===== src/rtl/div_unit_pkg.sv =====
// ---------------------------------------------------------------------------
// div_unit_pkg : shared decode struct, divider state type and RV32M funct3 codes
// Rev 1.0
// ---------------------------------------------------------------------------
`default_nettype none

package div_unit_pkg;

  localparam int unsigned DIV_XLEN = 32;

  localparam logic [2:0] FUNCT3_DIV  = 3'b100;
  localparam logic [2:0] FUNCT3_DIVU = 3'b101;
  localparam logic [2:0] FUNCT3_REM  = 3'b110;
  localparam logic [2:0] FUNCT3_REMU = 3'b111;

  typedef enum logic [1:0] {
    IDLE = 2'd0,
    CALC = 2'd1,
    FIX  = 2'd2,
    DONE = 2'd3
  } div_state_e;

  typedef struct packed {
    logic [DIV_XLEN-1:0] rs1_data;
    logic [DIV_XLEN-1:0] rs2_data;
    logic [4:0]          rd_addr;
    logic [31:0]         instr;
    logic [DIV_XLEN-1:0] instr_tag;
    logic                div;
    logic                legal;
    logic                nop;
  } idu1_out_t;

  // One extra bit so that the magnitude of the most negative value is exact.
  function automatic logic [DIV_XLEN:0] div_mag(input logic [DIV_XLEN-1:0] v,
                                                 input logic is_signed);
    if (is_signed && v[DIV_XLEN-1])
      div_mag = {1'b0, ~v} + {{DIV_XLEN{1'b0}}, 1'b1};
    else
      div_mag = {1'b0, v};
  endfunction

endpackage

`default_nettype wire


===== src/rtl/div_step.sv =====
// ---------------------------------------------------------------------------
// div_step : one combinational restoring-division iteration
// Rev 1.0
// ---------------------------------------------------------------------------
`default_nettype none

module div_step
  import div_unit_pkg::*;
#(
  parameter int unsigned XLEN = DIV_XLEN
) (
  input  logic [XLEN-1:0] rem_i,
  input  logic [XLEN-1:0] quo_i,
  input  logic [XLEN:0]   divisor_i,
  output logic [XLEN-1:0] rem_o,
  output logic [XLEN-1:0] quo_o
);

  logic [XLEN:0] shifted;
  logic          ge;

  always_comb begin
    shifted = {rem_i, quo_i[XLEN-1]};
    ge      = (shifted >= divisor_i);
    // The partial remainder stays below the divisor, so XLEN bits always hold it.
    rem_o   = ge ? XLEN'(shifted - divisor_i) : shifted[XLEN-1:0];
    quo_o   = {quo_i[XLEN-2:0], ge};
  end

endmodule

`default_nettype wire


===== src/rtl/div_unit.sv =====
// ---------------------------------------------------------------------------
// div_unit : iterative radix-2 RV32M divider (DIV/DIVU/REM/REMU); DIV_EARLY_OUT_EN
// enables a 1-cycle result when |rs1| < |rs2|.   Rev 1.0
// ---------------------------------------------------------------------------
`default_nettype none

module div_unit
  import div_unit_pkg::*;
#(
  parameter int unsigned XLEN = DIV_XLEN
) (
  input  logic            clk,
  input  logic            rst_n,
  input  logic            freeze,
  input  idu1_out_t       div_ctrl,
  output logic [XLEN-1:0] out,
  output logic [4:0]      out_rd_addr,
  output logic            out_rd_wr_en,
  output logic [XLEN-1:0] instr_tag_out,
  output logic [31:0]     instr_out,
  output logic            div_busy
);

  localparam int unsigned    CNT_W   = $clog2(XLEN);
  localparam logic [XLEN-1:0] INT_MIN = {1'b1, {(XLEN-1){1'b0}}};

  div_state_e        state_q, state_d;
  logic [CNT_W-1:0]  cnt_q, cnt_d;
  logic [XLEN-1:0]   rem_q, rem_d;
  logic [XLEN-1:0]   quo_q, quo_d;
  logic [XLEN:0]     dvs_q, dvs_d;
  logic              is_rem_q, is_rem_d;
  logic              neg_quo_q, neg_quo_d;
  logic              neg_rem_q, neg_rem_d;
  logic [4:0]        rd_q, rd_d;
  logic [31:0]       instr_q, instr_d;
  logic [XLEN-1:0]   tag_q, tag_d;
  logic [XLEN-1:0]   out_q, out_d;
  logic [4:0]        out_rd_q, out_rd_d;
  logic              wr_en_q, wr_en_d;
  logic [XLEN-1:0]   out_tag_q, out_tag_d;
  logic [31:0]       out_instr_q, out_instr_d;

  logic              launch;
  logic [2:0]        l_op;
  logic              l_signed;
  logic              l_rem;
  logic [XLEN:0]     l_mag1;
  logic [XLEN:0]     l_mag2;
  logic              l_zero;
  logic              l_ovf;
  logic              l_fast;
  logic [XLEN-1:0]   step_rem;
  logic [XLEN-1:0]   step_quo;
  logic [XLEN-1:0]   quo_fix;
  logic [XLEN-1:0]   rem_fix;

  div_step #(.XLEN(XLEN)) u_step (
    .rem_i     (rem_q),
    .quo_i     (quo_q),
    .divisor_i (dvs_q),
    .rem_o     (step_rem),
    .quo_o     (step_quo)
  );

  assign launch   = div_ctrl.div & div_ctrl.legal & ~div_ctrl.nop & ~freeze &
                    ((state_q == IDLE) | (state_q == DONE));
  assign l_op     = div_ctrl.instr[14:12];
  assign l_signed = ~l_op[0];
  assign l_rem    = l_op[1];
  assign l_mag1   = div_mag(div_ctrl.rs1_data, l_signed);
  assign l_mag2   = div_mag(div_ctrl.rs2_data, l_signed);
  assign l_zero   = (div_ctrl.rs2_data == '0);
  assign l_ovf    = l_signed & (div_ctrl.rs1_data == INT_MIN) & (div_ctrl.rs2_data == '1);
  assign quo_fix  = neg_quo_q ? ({XLEN{1'b0}} - quo_q) : quo_q;
  assign rem_fix  = neg_rem_q ? ({XLEN{1'b0}} - rem_q) : rem_q;
  assign div_busy = (state_q != IDLE);

  always_comb begin
    state_d     = state_q;
    cnt_d       = cnt_q;
    rem_d       = rem_q;
    quo_d       = quo_q;
    dvs_d       = dvs_q;
    is_rem_d    = is_rem_q;
    neg_quo_d   = neg_quo_q;
    neg_rem_d   = neg_rem_q;
    rd_d        = rd_q;
    instr_d     = instr_q;
    tag_d       = tag_q;
    out_d       = '0;
    out_rd_d    = '0;
    wr_en_d     = 1'b0;
    out_tag_d   = '0;
    out_instr_d = '0;
    l_fast      = 1'b0;

    case (state_q)
      IDLE, DONE: begin
        state_d = IDLE;
        if (launch) begin
          is_rem_d  = l_rem;
          neg_quo_d = l_signed & (div_ctrl.rs1_data[XLEN-1] ^ div_ctrl.rs2_data[XLEN-1]);
          neg_rem_d = l_signed & div_ctrl.rs1_data[XLEN-1];
          rd_d      = div_ctrl.rd_addr;
          instr_d   = div_ctrl.instr;
          tag_d     = div_ctrl.instr_tag;
          if (l_zero) begin
            l_fast = 1'b1;
            out_d  = l_rem ? div_ctrl.rs1_data : '1;
          end else if (l_ovf) begin
            l_fast = 1'b1;
            out_d  = l_rem ? '0 : INT_MIN;
`ifdef DIV_EARLY_OUT_EN
          end else if (l_mag1 < l_mag2) begin
            l_fast = 1'b1;
            out_d  = l_rem ? div_ctrl.rs1_data : '0;
`endif
          end else begin
            state_d = CALC;
            cnt_d   = CNT_W'(XLEN - 1);
            rem_d   = '0;
            quo_d   = XLEN'(l_mag1);
            dvs_d   = l_mag2;
          end
          if (l_fast) begin
            state_d     = DONE;
            wr_en_d     = 1'b1;
            out_rd_d    = div_ctrl.rd_addr;
            out_tag_d   = div_ctrl.instr_tag;
            out_instr_d = div_ctrl.instr;
          end
        end
      end
      CALC: begin
        rem_d = step_rem;
        quo_d = step_quo;
        if (cnt_q == '0)
          state_d = FIX;
        else
          cnt_d = cnt_q - CNT_W'(1);
      end
      FIX: begin
        state_d     = DONE;
        out_d       = is_rem_q ? rem_fix : quo_fix;
        wr_en_d     = 1'b1;
        out_rd_d    = rd_q;
        out_tag_d   = tag_q;
        out_instr_d = instr_q;
      end
    endcase
  end

  // Freeze gates every register, so the DONE strobe and its payload simply hold.
  always_ff @(posedge clk or negedge rst_n) begin
    if (!rst_n) begin
      state_q     <= IDLE;
      cnt_q       <= '0;
      rem_q       <= '0;
      quo_q       <= '0;
      dvs_q       <= '0;
      is_rem_q    <= 1'b0;
      neg_quo_q   <= 1'b0;
      neg_rem_q   <= 1'b0;
      rd_q        <= '0;
      instr_q     <= '0;
      tag_q       <= '0;
      out_q       <= '0;
      out_rd_q    <= '0;
      wr_en_q     <= 1'b0;
      out_tag_q   <= '0;
      out_instr_q <= '0;
    end else if (!freeze) begin
      state_q     <= state_d;
      cnt_q       <= cnt_d;
      rem_q       <= rem_d;
      quo_q       <= quo_d;
      dvs_q       <= dvs_d;
      is_rem_q    <= is_rem_d;
      neg_quo_q   <= neg_quo_d;
      neg_rem_q   <= neg_rem_d;
      rd_q        <= rd_d;
      instr_q     <= instr_d;
      tag_q       <= tag_d;
      out_q       <= out_d;
      out_rd_q    <= out_rd_d;
      wr_en_q     <= wr_en_d;
      out_tag_q   <= out_tag_d;
      out_instr_q <= out_instr_d;
    end
  end

  assign out           = out_q;
  assign out_rd_addr   = out_rd_q;
  assign out_rd_wr_en  = wr_en_q;
  assign instr_tag_out = out_tag_q;
  assign instr_out     = out_instr_q;

endmodule

`default_nettype wire


===== config.mk =====
export PLATFORM = sky130hd
export DESIGN_NAME = div_unit
export DESIGN_NICKNAME = d
export VERILOG_FILES = /design/src/rtl/div_unit_pkg.sv /design/src/rtl/div_step.sv /design/src/rtl/div_unit.sv
export SDC_FILE = /design/constraint.sdc
export NUM_CORES = 1
export LEC_CHECK = 0
export ABC_AREA = 1
export CAP_MARGIN = 40
export CORE_MARGIN = 1.5
export CORE_UTILIZATION = 44
export CTS_BUF_LIST = sky130_fd_sc_hd__clkbuf_8
export DETAILED_ROUTE_END_ITERATION = 10
export GPL_ROUTABILITY_DRIVEN = 0
export MAX_ROUTING_LAYER = met4
export PLACE_DENSITY_LB_ADDON = 0.05
export SLEW_MARGIN = 20
export SYNTH_ARGS = -nofsm -noshare
export SYNTH_HDL_FRONTEND = slang
export SYNTH_HIERARCHICAL = 1
export SYNTH_SLANG_ARGS = --single-unit

===== constraint.sdc =====
create_clock -name clk -period 2.45 [get_ports clk]
set_clock_uncertainty 0.15 [all_clocks]
set_input_delay 0.735 -clock clk [delete_from_list [all_inputs] [get_ports clk]]
set_output_delay 0.735 -clock clk [all_outputs]
set_load 0.03 [all_outputs]

==> impl_metrics.toml <==
[detailed_routing]
route.layer.met1.wl_mm = 31.6
viasPerCell = 5.23
post_dr_wirelength_cell_um = 16.9
post-route-drc-count = 0
dr.first_iter.drc_count = 2176
routed.top_layer = "met4"
antenna_left = 0
detailroute.via_count = 22000
met2RoutedLength_mm = 32.1
final_wl_mm = 71.2
routed-wl-met3_mm = 4.95
detailedRoute.firstPassIterationCount = 6

[clock_tree]
clock_tree.root_cell = "sky130_fd_sc_hd__clkbuf_8"
clock_insertion_delay_worst_skew_ns = 0.66
clock_path_buffers = 3
tritoncts_num_sinks = 277
h-tree-depth = 2
clk_transition_reported_paths_ns = 0.06
cts_made_buffers = 51
clock_tree_from_tritoncts = "done"

[setup_path]
critPathMaxStageDelay_ns = 0.44
worst_path_arrival_ns = 2.82
cp_slowest_cell = "sky130_fd_sc_hd__clkdlybuf4s50_1"
worst-setup-path-type = "in -> reg"
crit_chain = "clkdlybuf4s50_1 > nor2_1 > nand3_1 > buf_4 > nor2_1 > nand2_1 > nor2_4 > nand3_4 > nand3_4 > inv_4 > buf_12 > nand3_1 > o21ai_0"
critical_path.startpoint_type = "input pin"
worst-path-max-fanout = 27
timing.critical_path.max_delay_family = "simple AND/OR/NAND/NOR gates"
worstPathRequired_ns = 2.82
worstPathBufferInverterCount = 4
end_kind = "flip-flop"

[timing]
final_critical_path_time_including_i_o_delays_and_setup_ns = 2.44
worstMarginPinSlew_ns = 0.547
layout_worst_path_cycle_share_pct = 99.7
grt_setup_unrepaired = "true"
report.final.slew_viol_count = 0
setup_viol = 0
max_freq_mhz = 409
finalHoldViolations = 0
setup_ws_ns = 0.00679
slew-limit-headroom_pct = 63.1
whs_ns = 0.321

[finish]
layout-drive-gt1-share_pct = 18.5
design.final.nets = 3758
multiInputGateArea_sq_um = 11600
ff_latch_area_sq_um = 6940
finalInstanceArea_sq_um = 27200
fillerInstances = 4247
areaGrowthSynthToFinish_pct = 38.2

[yosys]
ys_seq_elements = 277
ys_async_sr_fraction_pct = 100
synth_top_cells_by_area = "sky130_fd_sc_hd__dfrtp_1, sky130_fd_sc_hd__nand2_1, sky130_fd_sc_hd__nand3_1"
synth.most_common_cell = "sky130_fd_sc_hd__nand2_1"
synth_edf_count = 0
most_frequently_used_flop_master_after_synthesis = "sky130_fd_sc_hd__dfrtp_1"
synth_top_cells_by_count = "sky130_fd_sc_hd__nand2_1, sky130_fd_sc_hd__inv_1, sky130_fd_sc_hd__dfrtp_1"
synth_cell_types = 47
synth.yosys.warnings = 6
postSynthAreaPerCell_sq_um = 6.46
nets_in_the_synthesized_netlist = 3227
synth-seq-area-share_pct = 35.3
synthCells = 3043
synth.top_cell.area_share_pct = 35.3
netlist_area_sq_um = 19700
synth_top_cell_by_area = "sky130_fd_sc_hd__dfrtp_1"

[pwr]
power.share.switching_pct = 51.7
power.share.clock_pct = 12.5
relative_contribution_of_combinational_cells_to_total_power_pct = 65.9
power.net_switching_mw = 19.3
overall_power_consumption_mw = 37.4
power.internal_mw = 18.1
power.density_nw_per_um2 = 1380
p_leak_nw = 14.4
worst_ir_drop_vdd_mv = 0.855
power.share.sequential_pct = 21.6

[floorplan]
die_height_um = 214
initial_core_util_pct = 44.6
die_area_sq_um = 46000
core_sq_um = 44100
rows = 77
io_pins = 242
floorplan.die.width_um = 214

[grt]
first_global_vias = 20800
antenna_found_initial = 1
groute.usage.overall_pct = 30.5
grt_pass1_wl_mm = 109
grt_start_max_net_pins = 71
grt_remaining_overflow = 0

[place]
preCtsSetupSlack_ns = -0.827
place_area_sq_um = 25000
detailedPlacementHpwl_mm = 51.7
port_buffers = 241

[run_status]
run_status = "finished clean"

[job]
max_cap_viol_count = 0

[hold_path]
hold_class = "reg -> reg"
-- repair_timing --
item                                   4_1_cts  5_1_grt
pin swaps                                    3       30
hold buffers                                 1        0
endpoints found under the hold margin       26        0
gates resized for setup                    124      200
setup endpoints to repair                  125      148
cloned                                       1       11
buffers inserted                             4       20
-- worst register-to-register path, cell delays in order, from the launching register on --
cell	delay, ns
sky130_fd_sc_hd__dfrtp_1	0.41
sky130_fd_sc_hd__ha_1	0.37
sky130_fd_sc_hd__nand2_1	0.12
sky130_fd_sc_hd__buf_4	0.17
sky130_fd_sc_hd__nor3_2	0.18
sky130_fd_sc_hd__nand3b_1	0.12
sky130_fd_sc_hd__nand2_2	0.10
sky130_fd_sc_hd__nor2_4	0.05
sky130_fd_sc_hd__buf_12	0.15
sky130_fd_sc_hd__nand2_8	0.14
sky130_fd_sc_hd__nand3_2	0.07
sky130_fd_sc_hd__nand2_1	0.06
sky130_fd_sc_hd__nand2_1	0.05
sky130_fd_sc_hd__o21ai_0	0.18
-- power groups by stage --
| stage | sequential, mW | clock (mW) | combinational, mW |
|---|---|---|---|
| 2_1_floorplan | 8.66 | 0 | 13.8 |
| 3_3_place_gp | 7.94 | 0 | 21.6 |
| 3_5_place_dp | 7.96 | 0 | 21.9 |
| 4_1_cts | 7.93 | 4.80 | 22.1 |
| 5_1_grt | 8.26 | 4.99 | 27.1 |
| 6_report | 8.06 | 4.69 | 24.7 |
-- placed cells by master, fill, tap and decap left out, drive strengths merged, types with 3 or more instances in the layout --
cell type	n
dfrtp	277
mux2i	4
nand3b	18
nor3	18
a31oi	5
o21ai	266
a21oi	49
nor2	212
nand3	283
clkinv	8
clkdlybuf4s50	129
nand2	1288
ha	44
or2	5
o211ai	21
nand4	33
xor2	44
clkbuf	71
dlygate4sd2	102
and2	9
dlymetal6s2s	7
buf	385
a21o	4
xnor2	7
inv	309
o22ai	3
-- worst paths after layout --
kind / start / end / slack (ns) / cells past startpoint
max reg2reg: rem_q[1]$_DFFE_PN0P_ / rem_q[21]$_DFFE_PN0P_ / 0.05 / 13
min in group asynchronous: rst_n / rem_q[19]$_DFFE_PN0P_ / 0.45 / 2
max: div_ctrl[128] / rem_q[26]$_DFFE_PN0P_ / 0.007 / 13
min reg2reg: out[12]$_DFFE_PN0N_ / out[12]$_DFFE_PN0N_ / 0.32 / 2
min: out[12]$_DFFE_PN0N_ / out[12]$_DFFE_PN0N_ / 0.32 / 2
max in group asynchronous: rst_n / out[8]$_DFFE_PN0N_ / 1.01 / 3
-- sequential cells by signal, indices dropped and copies added, names as in the netlist, 32 cells and up --
name,cells
dvs_q,33
instr_out,32
instr_q,32
instr_tag_out,32
out,32
quo_q,32
rem_q,32
tag_q,32
-- cells by family after synthesis --
kind of cell,share of synthesized area [%]
AND/OR/NAND/NOR,39.8
buffers and inverters,9.86
AO/OA/AOI/OAI,9.74
flip-flops,35.3
XOR/XNOR,2.27
adder cells (fa/ha/maj),2.90
multiplexers,0.204
-- stage by stage --
| step | utilization [%] | TNS [ns] | std cells |
|---|---|---|---|
| floorplan | - | 0 | 3043 |
| detailed placement | 56.7 | -124.76 | 4077 |
| CTS | 59.2 | -0.202 | 4176 |
| global route | 61.6 | -0.850 | 4207 |
| global placement | 56.7 | -113.59 | 4077 |
| finish | 61.6 | 0 | 4207 |
-- final cells by class --
class | instances | share of cell area (%)
clock inverters | 28 | 0.635
multi-input cells | 2323 | 42.7
clock buffers | 65 | 3.29
diodes | 1 | 0.00921
repair inverters | 1 | 0.0322
repair buffers | 630 | 21.0
well taps | 592 | 2.73
inverters | 290 | 4.08
flip-flops and latches | 277 | 25.5
-- layer usage --
metal	global-route usage, %	up-vias
met3	4.67	156
met5	-	-
met2	47.0	837
met4	11.2	0
met1	40.5	10300
li1	-	10700
(Power assumes the default switching activity.)
